--- src/rtl/fetch_sequencer_pkg.sv ---
// fetch_sequencer_pkg: shared fetch-stage states, next-PC selects and opcode constants.
package fetch_sequencer_pkg;
    typedef enum logic [1:0] {FETCH = 2'b00, WAIT = 2'b01, EXEC = 2'b10, HALT = 2'b11} state_t;
    localparam logic [1:0] PC_PLUS4  = 2'b00;
    localparam logic [1:0] PC_BRANCH = 2'b01;
    localparam logic [1:0] PC_JALR   = 2'b10;
    localparam logic [31:0] NOP_INSTR = 32'h0000_0013;
    localparam logic [6:0] OP_LUI    = 7'b0110111;
    localparam logic [6:0] OP_AUIPC  = 7'b0010111;
    localparam logic [6:0] OP_JAL    = 7'b1101111;
    localparam logic [6:0] OP_JALR   = 7'b1100111;
    localparam logic [6:0] OP_BRANCH = 7'b1100011;
    localparam logic [6:0] OP_LOAD   = 7'b0000011;
    localparam logic [6:0] OP_STORE  = 7'b0100011;
    localparam logic [6:0] OP_IMM    = 7'b0010011;
    localparam logic [6:0] OP_REG    = 7'b0110011;
endpackage

--- src/rtl/fetch_sequencer_pc_next_mux.sv ---
// pc_next_mux: next-PC select with word-alignment check; reserved select falls back to pc+4.
module pc_next_mux
    import fetch_sequencer_pkg::*;
(
    input  logic [31:0] i_pc,
    input  logic [1:0]  i_pc_src,
    input  logic [31:0] i_pc_target,
    input  logic [31:0] i_alu_result,
    output logic [31:0] o_next,
    output logic        o_misaligned
);
    assign o_next = (i_pc_src == PC_BRANCH) ? i_pc_target :
                    (i_pc_src == PC_JALR)   ? {i_alu_result[31:1], 1'b0} :
                                              i_pc + 32'd4;
    assign o_misaligned = |o_next[1:0];
endmodule

--- src/rtl/fetch_sequencer.sv ---
// fetch_sequencer: multicycle fetch stage owning PC and IR, with a req/resp instruction-memory port.
module fetch_sequencer #(
    parameter logic [31:0] RESET_PC  = 32'h0000_0000,
    parameter logic [31:0] NOP_INSTR = 32'h0000_0013
) (
    input  logic        clk,
    input  logic        rst,
    output logic        imem_req,
    output logic [31:0] imem_addr,
    input  logic        imem_ready,
    input  logic        imem_rvalid,
    input  logic [31:0] imem_rdata,
    input  logic [1:0]  pcSrc,
    input  logic [31:0] pc_target,
    input  logic [31:0] alu_result,
    input  logic        stall,
    output logic [31:0] instr,
    output logic [6:0]  op,
    output logic [2:0]  func3,
    output logic [6:0]  func7,
    output logic [31:0] pc,
    output logic [31:0] pc_plus4,
    output logic        instr_valid,
    output logic        misalign,
    output logic [31:0] instret
);
    import fetch_sequencer_pkg::*;
    state_t      r_state;
    logic [31:0] r_pc;
    logic [31:0] r_ir;
    logic [31:0] r_instret;
    logic        r_misalign;
    logic [31:0] w_next;
    logic        w_misaligned;
    pc_next_mux u_pc_next_mux (
        .i_pc        (r_pc),
        .i_pc_src    (pcSrc),
        .i_pc_target (pc_target),
        .i_alu_result(alu_result),
        .o_next      (w_next),
        .o_misaligned(w_misaligned)
    );
    always_ff @(posedge clk or posedge rst) begin
        if (rst) begin
            r_state    <= FETCH;
            r_pc       <= RESET_PC;
            r_ir       <= NOP_INSTR;
            r_instret  <= '0;
            r_misalign <= 1'b0;
        end else begin
            case (r_state)
                FETCH: if (imem_ready) r_state <= WAIT;
                WAIT: if (imem_rvalid) begin
                    r_ir    <= imem_rdata;
                    r_state <= EXEC;
                end
                EXEC: if (!stall) begin
                    if (w_misaligned) begin
                        r_misalign <= 1'b1;
                        r_state    <= HALT;
                    end else begin
                        r_pc      <= w_next;
                        r_instret <= r_instret + 32'd1;
                        r_state   <= FETCH;
                    end
                end
                default: r_state <= HALT;
            endcase
        end
    end
    // request is masked by rst so nothing is issued while reset is held
    assign imem_req    = (r_state == FETCH) && !rst;
    assign instr_valid = (r_state == EXEC) && !rst;
    assign imem_addr   = r_pc;
    assign pc          = r_pc;
    assign pc_plus4    = r_pc + 32'd4;
    assign instr       = r_ir;
    assign op          = r_ir[6:0];
    assign func3       = r_ir[14:12];
    assign func7       = r_ir[31:25];
    assign misalign    = r_misalign;
    assign instret     = r_instret;
endmodule

--- config.mk ---
export PLATFORM = sky130hd
export DESIGN_NAME = fetch_sequencer
export DESIGN_NICKNAME = d
export VERILOG_FILES = /design/src/rtl/fetch_sequencer_pkg.sv /design/src/rtl/fetch_sequencer_pc_next_mux.sv /design/src/rtl/fetch_sequencer.sv
export SDC_FILE = /design/constraint.sdc
export NUM_CORES = 1
export LEC_CHECK = 0
export ABC_AREA = 1
export CAP_MARGIN = 15
export CORE_ASPECT_RATIO = 1.5
export CORE_MARGIN = 1
export CORE_UTILIZATION = 45
export DETAILED_ROUTE_END_ITERATION = 10
export HOLD_SLACK_MARGIN = 0.06
export PLACE_DENSITY_LB_ADDON = 0.05
export SYNTH_ARGS = -nofsm -noshare
export SYNTH_HDL_FRONTEND = slang
export SYNTH_HIERARCHICAL = 1
export SYNTH_SLANG_ARGS = --single-unit
export TNS_END_PERCENT = 100
--- constraint.sdc ---
create_clock -name clk -period 4.65 [get_ports clk]
set_clock_uncertainty 0.1 [all_clocks]
set_input_delay 0.93 -clock clk [delete_from_list [all_inputs] [get_ports clk]]
set_output_delay 0.93 -clock clk [all_outputs]
set_load 0.05 [all_outputs]
==> run_results.csv, run 1 <==
group,metric,value,unit
pwr,clockPowerShare,10.7,%
placement,numPortBuffers,281,
floorplanning,boundaryPins,283,
yosys,syn_area,0.007093,mm^2
grt,grt_pass1_wl,36200,um
clocking,cts-root-buf,"clkbuf_16",
timing,clock.fmax,242.0,MHz
clocking,insertion_delay,0.35,ns
placement,placed_area,0.009751,mm^2
timing,rsz0062_at_grt,"false",
grt,grt_pass1_vias,6983,
pwr,swShare,57.01,%
critical_path,setup.worst_path.class,"reg -> out",
layout,final_area,0.01005,mm^2
layout,nets,1347,
pwr,powerDensity,710.8,mW/mm^2
grt,overflow,0,
yosys,yosys_warnings,6,
pwr,internal_power,3.071,mW
routing,avgViaCountPerCell,5.046,
flow_run,maxCapViolCount,0,
floorplanning,start_util,46.43,%
floorplanning,dieArea,0.01628,mm^2
timing,slew_headroom,61.92,%
yosys,postSynthAreaPerCell,7.037,um^2
clocking,h-tree-depth,3,
critical_path,reg2reg_slack,2.51,ns
placement,hpwl,18260,um
timing,min_period,4.132,ns
layout,post-route-util,65.79,%
critical_path,end_kind,"output port",
timing,setup_viol,0,
pwr,peakVddDrop,0.7791,mV
timing,worst_slack,0.5184,ns
pwr,total_power,7.144,mW
timing,worst_pin_slew,0.5694,ns
clocking,cts_setup_buffers,0,
pwr,combinationalPowerShare,65.9,%
timing,hold_ws,0.3711,ns
floorplanning,die_w,104.5,um
critical_path,cpMaxStageDelayCell,"clkdlybuf4s50_1",
routing,drt_pass1_iterations,5,
critical_path,worstPathMaxFanout,8,
yosys,synth-seq-area-share,34.98,%
routing,drc,0,
pwr,p_seq_share,23.5,%
yosys,yosys.cell_types.count,37,
timing,finalCritPeriodShare,88.85,%
pwr,netSwitchingPower,4.073,mW
layout,syn_to_final_growth,41.70,%
timing,tns,0,ns
floorplanning,fp-row-count,55,
run_status,status,"finished clean",
floorplanning,die_h,155.8,um
critical_path,path_cells,"ha_1 > nand3_2 > inv_1 > nand2_1 > inv_1 > nand2_1 > nor2_2 > xor2_1 > clkdlybuf4s50_1",
floorplanning,core,0.01528,mm^2
critical_path,crit_buf_inv,3,
layout,stdcell_count,1446,
critical_path,path_delay_family,"buffers and inverters",
critical_path,cpPeakStageDelay,0.83,ns
placement,dp_cells,1429,
min_path,min_path_type,"reg -> reg",
clocking,cts_tree,"built",
clocking,cts_sinks,99,
routing,routed_wl,23230,um
layout,drive_gt1_share,8.828,%
routing,drt_iter0_markers,342,
clocking,postCtsHoldBufs,0,
layout,final_cell_mix,"nand2_1, clkdlybuf4s50_1, inv_1, nor2_1, dfrtp_1",
clocking,clk_pin_slew_worst_paths,0.08,ns
pwr,p_leak,4.436,nW
layout,multi_input_area,0.003724,mm^2
grt,grt_usage,28.71,%
timing,final-max-slew-violation-count,0,
critical_path,arrival,3.10,ns
grt,grt_max_degree,60,
routing,drtAntennaViolNets,0,
yosys,synth_seq_cells,99,
clocking,cts_resized,0,
layout,fill_cells,1433,
yosys,syn-num-nets,1114,
placement,place_ws,0.8575,ns
grt,antenna_found_initial,1,
critical_path,cp-start-kind,"flop",
routing,avgRoutedWirePerCell,16.07,um
clocking,cts_buffer_depth,2,
layout,seq_area,0.002481,mm^2
routing,num_vias,7297,
critical_path,crit_required,3.62,ns
timing,hold_viol,0,
layout,layout_commonest_cell,"nand2_1",
placement,gp_congestion,0.9451,
yosys,syn_inst,1008,
clocking,cts_buffers,9,
==> metal layers <==
metal / track usage [%] / vias to the layer above / share of wire, %
li1: - / 3600 / -
met1: 30.26 / 3376 / 37
met2: 54.62 / 264 / 53
met3: 4.052 / 57 / 5.0
met4: 15.31 / 0 / 4.8
met5: 0 / - / 0
==> path summary, 6_finish.rpt <==
kind	startpoint	endpoint	depth (start not counted)
setup / recovery	imem_addr[2]	pc_plus4[16]	9
hold / removal	misalign	misalign	1
setup reg to reg	imem_addr[0]	instret[23]	9
hold reg to reg	misalign	misalign	1
max in group asynchronous	rst	imem_addr[20]	3
min in group asynchronous	rst	instr[25]	2
==> power by group through the flow <==
stage	Combinational (mW)	Clock, mW	Sequential (mW)
floorplan	2.42	0	2.57
global placement	4.69	0	1.68
detailed placement	4.71	0	1.69
CTS	4.72	0.775	1.68
global route	4.91	0.813	1.73
finish	4.70	0.761	1.68
==> state kept, by name, summed over array words and instances (netlist names) <==
signal	cells
imem_addr	32
instr	32
r_state	2
misalign	1
instret	32
==> Yosys cell counts, drive strengths merged <==
master / count / area (um^2)
nand2: 358 / 1386
nor2: 121 / 576.8
inv: 105 / 394.1
dfrtp: 96 / 2402
nand3: 85 / 455.4
buf: 67 / 486.7
o21ai: 35 / 175.2
mux2: 32 / 360.4
xor2: 21 / 183.9
nor3: 20 / 111.4
xnor2: 12 / 105.1
nand3b: 11 / 82.58
nand4: 10 / 62.56
a21oi: 9 / 45.04
a22o: 7 / 61.31
o211ai: 4 / 30.03
dfstp: 3 / 78.83
ha: 3 / 37.54
clkbuf: 2 / 7.510
or2: 2 / 12.52
a31o: 1 / 8.760
and2: 1 / 6.260
and3: 1 / 6.260
o21bai: 1 / 7.510
o311ai: 1 / 8.760
==> cells by family after synthesis <==
group           after synthesis  synth area share (%)
simple gates                609                 38.07
buf+inv                     174                 12.52
flops                        99                 34.98
compound gates               58                 4.745
xor+xnor                     33                 4.075
mux                          32                 5.080
fa+ha+maj                     3                0.5293
==> final cells by class <==
cell class | count | share of cell area, %
antenna | 1 | 0.02490
clock buffer | 9 | 2.241
clock inverter | 7 | 0.7220
inverter | 105 | 3.946
multi-input combinational | 735 | 37.05
sequential | 99 | 24.69
tap | 199 | 2.477
timing repair buffer | 291 | 28.86
Note: power is estimated with default switching activity, not from simulation.
==> run 2: changes to the inputs <==
--- a/config.mk
+++ b/config.mk
@@ -13,6 +13,7 @@
 export DETAILED_ROUTE_END_ITERATION = 10
 export HOLD_SLACK_MARGIN = 0.06
 export PLACE_DENSITY_LB_ADDON = 0.05
+export SETUP_SLACK_MARGIN = 0.2
 export SYNTH_ARGS = -nofsm -noshare
 export SYNTH_HDL_FRONTEND = slang
 export SYNTH_HIERARCHICAL = 1
==> results of run 2 <==
No change in the layout: final DEF, timing and power equal those of run 1.
==> run 3: changes to the inputs <==
--- a/config.mk
+++ b/config.mk
@@ -10,9 +10,10 @@
 export CORE_ASPECT_RATIO = 1.5
 export CORE_MARGIN = 1
 export CORE_UTILIZATION = 45
+export CTS_CLUSTER_SIZE = 30
 export DETAILED_ROUTE_END_ITERATION = 10
 export HOLD_SLACK_MARGIN = 0.06
-export PLACE_DENSITY_LB_ADDON = 0.05
+export PLACE_DENSITY_LB_ADDON = 0.3
 export SETUP_SLACK_MARGIN = 0.2
 export SYNTH_ARGS = -nofsm -noshare
 export SYNTH_HDL_FRONTEND = slang
==> run 3 against run 2 <==
  * Worst setup slack gained 0.0059 ns
  * Critical path type unchanged
  * Global-route usage shrank 0.29 points
  * Clock power shrank 2%
  * Non-clock buffer count is the same
  * Combinational power is essentially flat
  * Power shrank 0.13%
  * Worst hold slack gained 0.011 ns
  * Count of clock-buffer cells in the layout grew 1
  * Final cell count is essentially flat
  * Largest cell class unchanged
  * Sequential share of layout area grew 0.068 points
==> run_results.csv, run 3 (synthesis results as in run 1) <==
group,metric,value,unit
run_status,status,"finished clean",
clocking,postCtsHoldBufs,0,
timing,min_period,4.126,ns
layout,post-route-util,65.61,%
floorplanning,start_util,46.43,%
pwr,p_leak,4.426,nW
critical_path,end_kind,"output port",
placement,placed_area,0.009738,mm^2
routing,drt_pass1_iterations,5,
layout,final_area,0.01002,mm^2
critical_path,setup.worst_path.class,"reg -> out",
pwr,peakVddDrop,0.5338,mV
grt,antenna_found_initial,0,
timing,slew_headroom,38.62,%
clocking,h-tree-depth,3,
timing,clock.fmax,242.4,MHz
grt,overflow,0,
placement,place_ws,0.7419,ns
timing,rsz0062_at_grt,"false",
floorplanning,dieArea,0.01628,mm^2
timing,final-max-slew-violation-count,0,
clocking,cts_tree,"built",
routing,drtAntennaViolNets,0,
layout,syn_to_final_growth,41.31,%
clocking,cts_buffers,9,
layout,drive_gt1_share,8.748,%
grt,grt_pass1_vias,7189,
clocking,insertion_delay,0.35,ns
floorplanning,die_h,155.8,um
floorplanning,fp-row-count,55,
placement,numPortBuffers,281,
routing,drt_iter0_markers,451,
clocking,cts_resized,0,
timing,finalCritPeriodShare,88.72,%
flow_run,maxCapViolCount,0,
clocking,cts_buffer_depth,2,
clocking,clk_pin_slew_worst_paths,0.07,ns
clocking,cts_sinks,99,
critical_path,cp-start-kind,"flop",
clocking,cts-root-buf,"clkbuf_16",
critical_path,arrival,3.10,ns
floorplanning,die_w,104.5,um
routing,routed_wl,22920,um
routing,avgViaCountPerCell,5.167,
pwr,total_power,7.135,mW
timing,setup_viol,0,
layout,final_cell_mix,"nand2_1, clkdlybuf4s50_1, inv_1, nor2_1, dfrtp_1",
floorplanning,core,0.01528,mm^2
routing,num_vias,7467,
grt,grt_pass1_wl,36180,um
timing,worst_slack,0.5243,ns
timing,tns,0,ns
layout,nets,1347,
clocking,cts_setup_buffers,0,
pwr,powerDensity,711.8,mW/mm^2
routing,drc,0,
placement,gp_congestion,0.9796,
floorplanning,boundaryPins,283,
timing,worst_pin_slew,0.9207,ns
critical_path,worstPathMaxFanout,8,
placement,hpwl,17640,um
layout,layout_commonest_cell,"nand2_1",
grt,grt_usage,28.43,%
routing,avgRoutedWirePerCell,15.86,um
layout,n_antenna_cell,0,
grt,grt_max_degree,77,
critical_path,crit_required,3.62,ns
timing,hold_viol,0,
min_path,min_path_type,"reg -> reg",
layout,fill_cells,1348,
==> run 3: cell types whose count changed in the layout (fill, tap and decap cells not counted), sizes merged <==
cell,before,now
clkinv,4,2
clkbuf,9,10
diode,1,0
inv,107,108
==> run 3: critical path, cell delays in order (launching register included) <==
cell             delay, ns
dfrtp_1               0.53
ha_1                  0.29
nand3_2               0.20
inv_1                 0.17
nand2_1               0.13
inv_1                 0.12
nand2_1               0.10
nor2_2                0.18
xor2_1                0.17
clkdlybuf4s50_1       0.86
==> run 3: where the power goes <==
part / internal (mW) / switching [mW]
registers: 1.17 / 0.500
logic: 1.52 / 3.20
clock network: 0.376 / 0.367
total: 3.07 / 4.07
==> run 3: area by class of cell <==
type                            instances  area (um^2)  area share, %
Multi-Input combinational cell        735         3724          37.15
Timing Repair Buffer                  291         2888          28.81
Sequential cell                        99         2481          24.75
Inverter                              105        396.6          3.957
Tap cell                              199        249.0          2.484
Clock buffer                           10        229.0          2.284
Clock inverter                          6        56.30         0.5617
==> run 3: routing by layer <==
metal | vias to the layer above | wire [um] | GRT usage [%]
met4 | 0 | 830 | 13.40
met2 | 382 | 12010 | 52.66
met1 | 3426 | 8489 | 31.36
li1 | 3605 | - | -
met3 | 54 | 1588 | 4.762
met5 | - | 0 | 0
==> run 3: worst paths after layout <==
| check | startpoint | end | slack [ns] | cells after the start |
|---|---|---|---|---|
| max | imem_addr[2] | pc_plus4[16] | 0.52 | 9 |
| min | misalign | misalign | 0.38 | 1 |
| max reg2reg | imem_addr[0] | instret[17] | 2.31 | 8 |
| min reg2reg | misalign | misalign | 0.38 | 1 |
| max in group asynchronous | rst | imem_addr[12] | 2.40 | 3 |
| min in group asynchronous | rst | instr[25] | 1.11 | 2 |
==> run 3: metrics by stage <==
| step | hold slack, ns | std cells |
|---|---|---|
| 4_1_cts | 0.3935 | 1445 |
| 5_1_grt | 0.4019 | 1445 |
| 2_1_floorplan | 0.5197 | 1008 |
| 3_5_place_dp | 0.3784 | 1429 |
| 6_report | 0.3824 | 1445 |
| 3_3_place_gp | 0.3515 | 1429 |
